**src/rtl/sfr_scanner.sv**
```systemverilog
// SFR read initiator: walks responder addresses 0..15, caches every word and decodes version/feature fields.
// Optional version gate on ver_ok is enabled by defining SFR_VERSION_CHECK_EN.
module sfr_scanner #(
    parameter int WIDTH     = 32,
    parameter int RD_LAT    = 0,
    parameter int AUTO_SCAN = 1,
    parameter int MIN_MAIN  = 0,
    parameter int MIN_SUB   = 0
) (
    input  logic             clk,
    input  logic             reset,
    input  logic             start,
    output logic             busy,
    output logic             done,
    output logic             valid,
    output logic [3:0]       sfr_addr,
    output logic             sfr_cen,
    input  logic [WIDTH-1:0] sfr_din,
    input  logic [3:0]       rd_addr,
    output logic [WIDTH-1:0] rd_data,
    output logic [7:0]       ver_main,
    output logic [7:0]       ver_sub,
    output logic [7:0]       ver_rel,
    output logic             feat_getb_ext,
    output logic             feat_sfr,
    output logic             feat_flag32,
    output logic             ver_ok
);

    localparam int            CW  = (RD_LAT > 0) ? $clog2(RD_LAT + 1) : 1;
    localparam logic [CW-1:0] LAT = CW'(RD_LAT);

    typedef enum logic [1:0] {
        IDLE,
        READ,
        DONE
    } state_t;

    state_t           state_q, state_d;
    logic [3:0]       idx_q, idx_d;
    logic [CW-1:0]    wait_q, wait_d;
    logic             valid_q, valid_d;
    logic             auto_q, auto_d;
    logic             cen_q, cen_d;
    logic [3:0]       addr_q, addr_d;
    logic [WIDTH-1:0] cache_q [16];
    logic [WIDTH-1:0] cache_d [16];

    always_comb begin
        state_d = state_q;
        idx_d   = idx_q;
        wait_d  = wait_q;
        valid_d = valid_q;
        auto_d  = 1'b0;
        cache_d = cache_q;
        case (state_q)
            IDLE: begin
                if (start || auto_q) begin
                    state_d = READ;
                    idx_d   = 4'd0;
                    wait_d  = '0;
                    valid_d = 1'b0;
                end
            end
            READ: begin
                if (wait_q < LAT) begin
                    wait_d = wait_q + CW'(1);
                end else begin
                    cache_d[idx_q] = sfr_din;
                    wait_d         = '0;
                    idx_d          = idx_q + 4'd1;
                    if (idx_q == 4'd15) begin
                        state_d = DONE;
                    end
                end
            end
            DONE: begin
                valid_d = 1'b1;
                state_d = IDLE;
            end
            default: state_d = IDLE;
        endcase
        // Bus strobes are registered from the next state so they line up with READ exactly.
        cen_d  = (state_d == READ);
        addr_d = cen_d ? idx_d : 4'd0;
    end

    always_ff @(posedge clk or negedge reset) begin
        if (!reset) begin
            state_q <= IDLE;
            idx_q   <= 4'd0;
            wait_q  <= '0;
            valid_q <= 1'b0;
            auto_q  <= (AUTO_SCAN != 0);
            cen_q   <= 1'b0;
            addr_q  <= 4'd0;
            for (int i = 0; i < 16; i++) begin
                cache_q[i] <= '0;
            end
        end else begin
            state_q <= state_d;
            idx_q   <= idx_d;
            wait_q  <= wait_d;
            valid_q <= valid_d;
            auto_q  <= auto_d;
            cen_q   <= cen_d;
            addr_q  <= addr_d;
            cache_q <= cache_d;
        end
    end

    assign busy          = (state_q == READ);
    assign done          = (state_q == DONE);
    assign valid         = valid_q;
    assign sfr_cen       = cen_q;
    assign sfr_addr      = addr_q;
    assign rd_data       = cache_q[rd_addr];
    assign ver_main      = cache_q[1][23:16];
    assign ver_sub       = cache_q[1][15:8];
    assign ver_rel       = cache_q[1][7:0];
    assign feat_getb_ext = cache_q[2][0];
    assign feat_sfr      = cache_q[2][1];
    assign feat_flag32   = cache_q[2][2];

`ifdef SFR_VERSION_CHECK_EN
    localparam logic [15:0] MIN_VER = {8'(MIN_MAIN), 8'(MIN_SUB)};
    assign ver_ok = valid_q && ({ver_main, ver_sub} >= MIN_VER);
`else
    logic unused_min;
    assign unused_min = ^{MIN_MAIN, MIN_SUB};
    assign ver_ok     = valid_q;
`endif

endmodule

```
**config.mk**
```make
export PLATFORM = sky130hd
export DESIGN_NAME = sfr_scanner
export DESIGN_NICKNAME = d
export VERILOG_FILES = /design/src/rtl/sfr_scanner.sv
export SDC_FILE = /design/constraint.sdc
export NUM_CORES = 1
export LEC_CHECK = 0
export ABC_AREA = 1
export BUFFER_PORTS_ARGS = -buffer_cell sky130_fd_sc_hd__buf_2
export CAP_MARGIN = 20
export CORE_MARGIN = 1.5
export CORE_UTILIZATION = 25
export CTS_CLUSTER_DIAMETER = 200
export DETAILED_ROUTE_END_ITERATION = 8
export PLACE_DENSITY = 0.44
export SYNTH_ARGS = -nofsm -noshare
export SYNTH_HDL_FRONTEND = slang
export SYNTH_SLANG_ARGS = --single-unit
```
**constraint.sdc**
```tcl
create_clock -name clk -period 1.8 [get_ports clk]
set_clock_uncertainty 0.15 [all_clocks]
set_input_delay 0.18 -clock clk [delete_from_list [all_inputs] [get_ports clk]]
set_output_delay 0.18 -clock clk [all_outputs]
set_load 0.02 [all_outputs]
```
# --- Yosys cells after proc, flatten, opt, wreduce, memory -nomap -nowiden ---
# Cells that the tools add are included.
word_totals:
  ff_bits: 526
  in_bits: 39
  output_inout_bits: 68
  wordCells: 63
op_classes:
  n_addsub: 2
  n_lt_le_gt_ge: 4
  n_eq_ne: 5
  muxes: 18
  n_bitwise: 3
  n_reduce_logical: 8
op_table:
  columns: ["operator", "count"]
  rows:
  - ["$bwmux 512", 1]
  - ["$bmux 32 s4", 1]
  - ["$demux 32 s4", 1]
  - ["$mux 32", 3]
  - ["$mux 4", 3]
  - ["$ge 5x5->1 const B", 2]
  - ["$not 4->5", 2]
  - ["$pmux 4 s2", 1]
  - ["$mux 2", 3]
  - ["$reduce_and 2->1", 3]
  - ["$lt 5x1->1 const B", 1]
  - ["$add 4x1->4 const B", 1]
  - ["$eq 2x1->1 const B", 2]
  - ["$eq 4x4->1 const B", 1]
  - ["$pmux 1 s2", 2]
  - ["$pmux 2 s2", 1]
  - ["$reduce_bool 2->1", 2]
  - ["$eq 2x2->1 const B", 1]
  - ["$logic_not 2->1", 1]
  - ["$mux 1", 2]
  - ["$ne 2x2->1 const B", 1]
  - ["$add 1x1->1 const B", 1]
  - ["$logic_and 1x1->1", 1]
  - ["$logic_or 1x1->1", 1]
  - ["other kinds (2)", 2]

# --- Logic depth before layout (Yosys ltp) ---
depth:
  word_depth: 6
  ltp_mapped: 10
  depth_no_buf: 7

# --- Worst setup path before layout ---
# Ideal clock, no wire load.
synth_timing:
  path_kind: "reg-to-reg"
  startpoint: "register idx_q[0]"
  endpoint: "register cache_q[161] (netlist bit)"
  setup_ns: 0.130
  arrival_time_ns: 1.430
  slack_ns: 0.090
  stages_incl_launch_ff: 7
  synth_period_minus_slack_ns: 1.710
  cell_sequence: "dfrtp_1 -> inv_1 -> ha_1 -> nand2_1 -> nor2_4 -> clkbuf_1 -> o21ai_0"
synth_via:
  elab_chain_cells: 6
  elab_cells_between_ends: 7
  classes_between: "2 x order compare; 3 x mux; 1 x bitwise; 1 x reduce/logical"
synth_rtl:
  columns: ["element", "line_no", "source"]
  rows:
  - ["start: declaration", "40", "logic [3:0] idx_q, idx_d;"]
  - ["start signal: assignment", "102", "idx_q <= idx_d;"]
  - ["$not 4->5 (not written as such) *", "69", "cache_d[idx_q] = sfr_din;"]
  - ["$ge 5x5->1 (not written as such) or $lt 5x1->1 (tied branches)", "69", null]
  - ["$logic_and 1x1->1 (not written as such)", "69", null]
  - ["$mux 32 (not written as such)", "69", null]
  - ["$demux 32 s4 *", "69", null]
  - ["$bwmux 512 *", "69", null]
  - ["end signal: assignment", "108", "cache_q <= cache_d;"]
  - ["end: declaration", "46", "logic [WIDTH-1:0] cache_q [16];"]
# Every way passes the cells marked *; elsewhere a longest branch is shown, timed or not.
# A chain may end at the register's enable or synchronous reset.

# --- Final worst setup path ---
layout_timing:
  startpoint: "register cache_q[396] (netlist bit)"
  endpoint: "output rd_data[12]"
layout_via:
  elab_chain_cells: 3
layout_rtl:
  columns: ["element", "line_no", "source"]
  rows:
  - ["$bmux 32 s4", "117", "assign rd_data = cache_q[rd_addr];"]
  - ["$mux 32 (not written as such) (2 in series)", "117", null]
  - ["end: declaration", "20", "output logic [WIDTH-1:0] rd_data,"]
# No other way between the ends. The select of a mux whose other input is x is not followed.

==> summary.md <==
| Metric | Value |
|---|---|
| Final setup margin | `-0.223 ns` |
| RSZ-0062 raised after global routing | `true` |
| First-pass DRT Iterations | `5` |
| Dpl cells | `4739` |
| Register area | `13100 sq um` |
| Most frequent CP cell | `nand3_2` |
| Most common cell after layout, fill and taps aside | `nand2_1` |
| Worst path bufs/invs | `2` |
| Routability cong. | `0.786` |
| CTS sink count | `525` |
| Vias per inst | `between 4 and 5` |
| Worst vdd ir | `0.835 mV` |
| Gr usage total | `0.167` |
| Iter 0 DRT Violations | `1882` |
| FF-to-FF Start | `state_q[1]` |
| Worst EP required | `1.47 ns` |
| Syn Std Cell Area | `25500 sq um` |
| Sequential share of the synthesized area | `0.515` |
| WS Path Type | `reg -> out` |
| Yosys reg bits | `525` |
| Synthesized Nets | `3420` |
| NetSw | `between 20 and 25 mW` |
| WP data arrival | `about 1.7 ns` |
| Skew-Pair Late Insertion Delay | `0.62 ns` |
| Grt total ovfl | `0` |
| Root buffer cell | `clkbuf_16` |
| Synth Area in Compound Gates | `0.102` |
| Reg clk slew, reported paths | `roughly 0.060 ns` |
| Post-synthesis mux area share | `0.000392` |
| CTS tree | `done` |
| Net Sw Frac | `0.375` |
| Maxcap violations | `0` |
| Endpoints failing hold | `0` |
| Final worst path period need | `2.02 ns` |
| Top-Level Pins | `approximately 110` |
| Multi-input gate area | `10900 sq um` |
| CP Capture Type | `output port` |
| Final cell area excluding filler cells | `34100 sq um` |
| Final-report setup violation count | `53` |
| Mean Syn Cell Area | `7.55 sq um` |
| Setup TNS | `-6.06 ns` |
| Share of cells above drive strength 1 | `0.231` |
| YS warnings | `0` |
| Die Area | `104000 sq um` |
| Core box area | `101000 sq um` |
| Die width | `322 microns` |
| Critical Path Start Type | `register` |
| Non-filler cells, final | `4972` |
| Reg2Reg Setup Slack | `-0.05 ns` |
| Hold Path Sink | `cache_q[237]` |
| First-pass GRT wire length | `133 mm` |
| Post-DP HPWL | `57.0 mm` |
| Final ANT Viol Nets | `0` |
| Hold crit path type | `in -> reg` |
| Antenna violations before repair | `3` |
| Synth unique cells | `28` |
| LEAKAGE | `16.8 nW` |
| Cell family with the largest share of critical-path delay | `simple AND/OR/NAND/NOR gates` |
| DIE HEIGHT | `322 microns` |
| Fmax | `a little under 500 MHz` |
| Violated checks | `negative setup slack` |
| Clk pwr share | `0.235` |
| Final core occ | `0.339` |
| CTS buffer count | `61` |
| Area growth syn-to-layout | `33.6%` |
| Most frequent cells in the layout | `nand2_1, dfrtp_1, inv_1, o21ai_0, nand3_1` |
| CP max stage delay | `0.38 ns` |
| Placed inst area | `between 20000 and 30000 sq um` |
| DRC Markers | `0` |
| WL final | `94.9 mm` |
| XOR/XNOR share of the synthesized area | `0.000343` |
| H-tree depth | `2` |
| Via count | `22200` |
| Row cnt | `116` |
| Slew margin rel. | `0.613` |
| Outcome | `finished, violations left` |
| Avg WL per Cell | `19.1 microns` |
| Slowest cell on the critical path | `dfrtp_1` |
| Worst Tran Pin Value | `roughly 0.58 ns` |
| Critical path, cell by cell | `inv_1 > nand2_1 > nand3_2 > nand3_2 > nand3_2 > nand2_2 > buf_6` |
| Worst-path maximum fanout | `2` |
| Number of port buffers | `~110` |
| Tcrit/Tclk final | `1.12` |
| Simple-gate share of the synthesized area | `0.261` |
| Cell depth of the worst hold path | `4` |
| Worst R2R Path Depth | `12` |
| Synth Area in Adders | `0.00196` |
| Cell count after synthesis | `3377` |
| Max Root-Sink Buffers | `3` |
| HP Start | `sfr_din[13]` |
| Gate power share | `0.389` |
| Main combinational cell family by area after synthesis | `simple AND/OR/NAND/NOR gates` |
| Initial core utilization | `0.254` |
| Worst hold margin | `between 0.2 and 0.3 ns` |
| Fillers | `10600` |
| Nets | `3612` |
| Internal power | `33.5 mW` |
| Sequential power share | `0.377` |
| RR Endpoint | `cache_q[250]` |
| Power per cell area | `1570 nW/um^2` |
| Vias in the first global route | `20500` |
| Largest net degree at the start of global routing | `80` |
| Final Max Tran Viols | `0` |
-- worst max-delay path by stage --
stage | to | from | cells past startpoint
final | rd_data[12] | cache_q[396] | 7
after global routing | rd_data[12] | cache_q[428] | 7
after global placement | rd_data[3] | rd_addr[0] | 9
after floorplan | cache_q[161] | idx_q[0] | 6
after CTS | rd_data[17] | ver_main[1] | 8
after detailed placement | rd_data[3] | rd_addr[0] | 9
-- kinds of logic after synthesis --
group,count (synthesis)
AND/OR/NAND/NOR,1585
buffers and inverters,739
flip-flops,525
AO/OA/AOI/OAI,521
adder cells (fa/ha/maj),4
other,1
XOR/XNOR,1
multiplexers,1
-- cell type report --
type	count	area share
clock buffers	91	0.0525
inverters	477	0.0529
diodes	3	0.000220
clock inverters	15	0.00562
well taps	1357	0.0498
flip-flops and latches	525	0.386
repair buffers	391	0.134
multi-input cells	2113	0.319
-- through the flow --
step	setup slack, ns	power, mW
finish	-0.223	53.6
global route	-0.298	57.7
CTS	-0.281	50.9
detailed placement	-0.0559	37.2
global placement	-0.0396	36.9
floorplan	0.0903	31.6
-- worst reg2reg max path: stages (launching register included) --
cell	delay, ns
dfrtp_1	0.38
inv_2	0.07
nand2_2	0.07
inv_4	0.07
buf_8	0.11
buf_6	0.11
nand2_8	0.06
buf_6	0.13
nor2_8	0.17
buf_12	0.17
clkbuf_16	0.19
nand2_2	0.06
o21ai_1	0.07
-- synthesized netlist by cell type --
cell | instances | area share
mux2i_1 | 1 | 0.00039
and2_1 | 1 | 0.00025
nor2_8 | 2 | 0.0016
nand2_2 | 3 | 0.00074
conb_1 | 1 | 0.00015
a21oi_1 | 1 | 0.00020
clkbuf_1 | 130 | 0.019
nand4_4 | 3 | 0.0025
o21ai_0 | 448 | 0.088
xnor2_1 | 1 | 0.00034
inv_1 | 472 | 0.069
dfrtp_1 | 524 | 0.51
nand3_1 | 408 | 0.080
nor2_4 | 7 | 0.0031
buf_6 | 4 | 0.0018
dfstp_2 | 1 | 0.0010
nand2_1 | 1149 | 0.17
buf_4 | 33 | 0.0097
buf_2 | 63 | 0.012
inv_2 | 5 | 0.00074
a21boi_0 | 1 | 0.00029
nand3_4 | 4 | 0.0027
nand2_4 | 1 | 0.00044
nor2_1 | 7 | 0.0010
ha_1 | 4 | 0.0020
buf_1 | 21 | 0.0031
clkbuf_2 | 11 | 0.0022
o21ai_1 | 71 | 0.014
-- registers in the layout, indices dropped and copies added (netlist names) --
name / count
idx_q: 4
auto_q: 1
cache_q: 485
state_q: 2
ver_sub: 8
feat_getb_ext: 1
sfr_cen: 1
ver_rel: 8
sfr_addr: 4
feat_flag32: 1
ver_main: 8
feat_sfr: 1
valid: 1
-- metal layers --
metal | wire (microns) | share of wire | global-route usage | up-vias
met5 | 23 | 0.00024 | 0 | -
li1 | - | - | - | 10900
met4 | 1800 | 0.019 | 0.0329 | 4
met3 | 4480 | 0.047 | 0.0270 | 113
met2 | 41600 | 0.44 | 0.244 | 452
met1 | 47000 | 0.50 | 0.255 | 10800
-- power groups by stage --
stage          Sequential, mW  Combinational [mW]  Clock (mW)
6_report                 20.2                20.9        12.6
5_1_grt                  20.9                23.5        13.4
4_1_cts                  20.1                17.8        12.9
3_5_place_dp             20.3                16.8           0
3_3_place_gp             20.2                16.7           0
2_1_floorplan            19.8                11.8           0
-- repair_timing --
action,in CTS,in global routing
cloned,0,33
gates resized for setup,171,357
hold endpoints to repair,944,14
hold buffers,35,1
endpoints found under the setup margin,35,356
setup buffers,16,44
pin swaps,58,90
(Power assumes the default switching activity.)
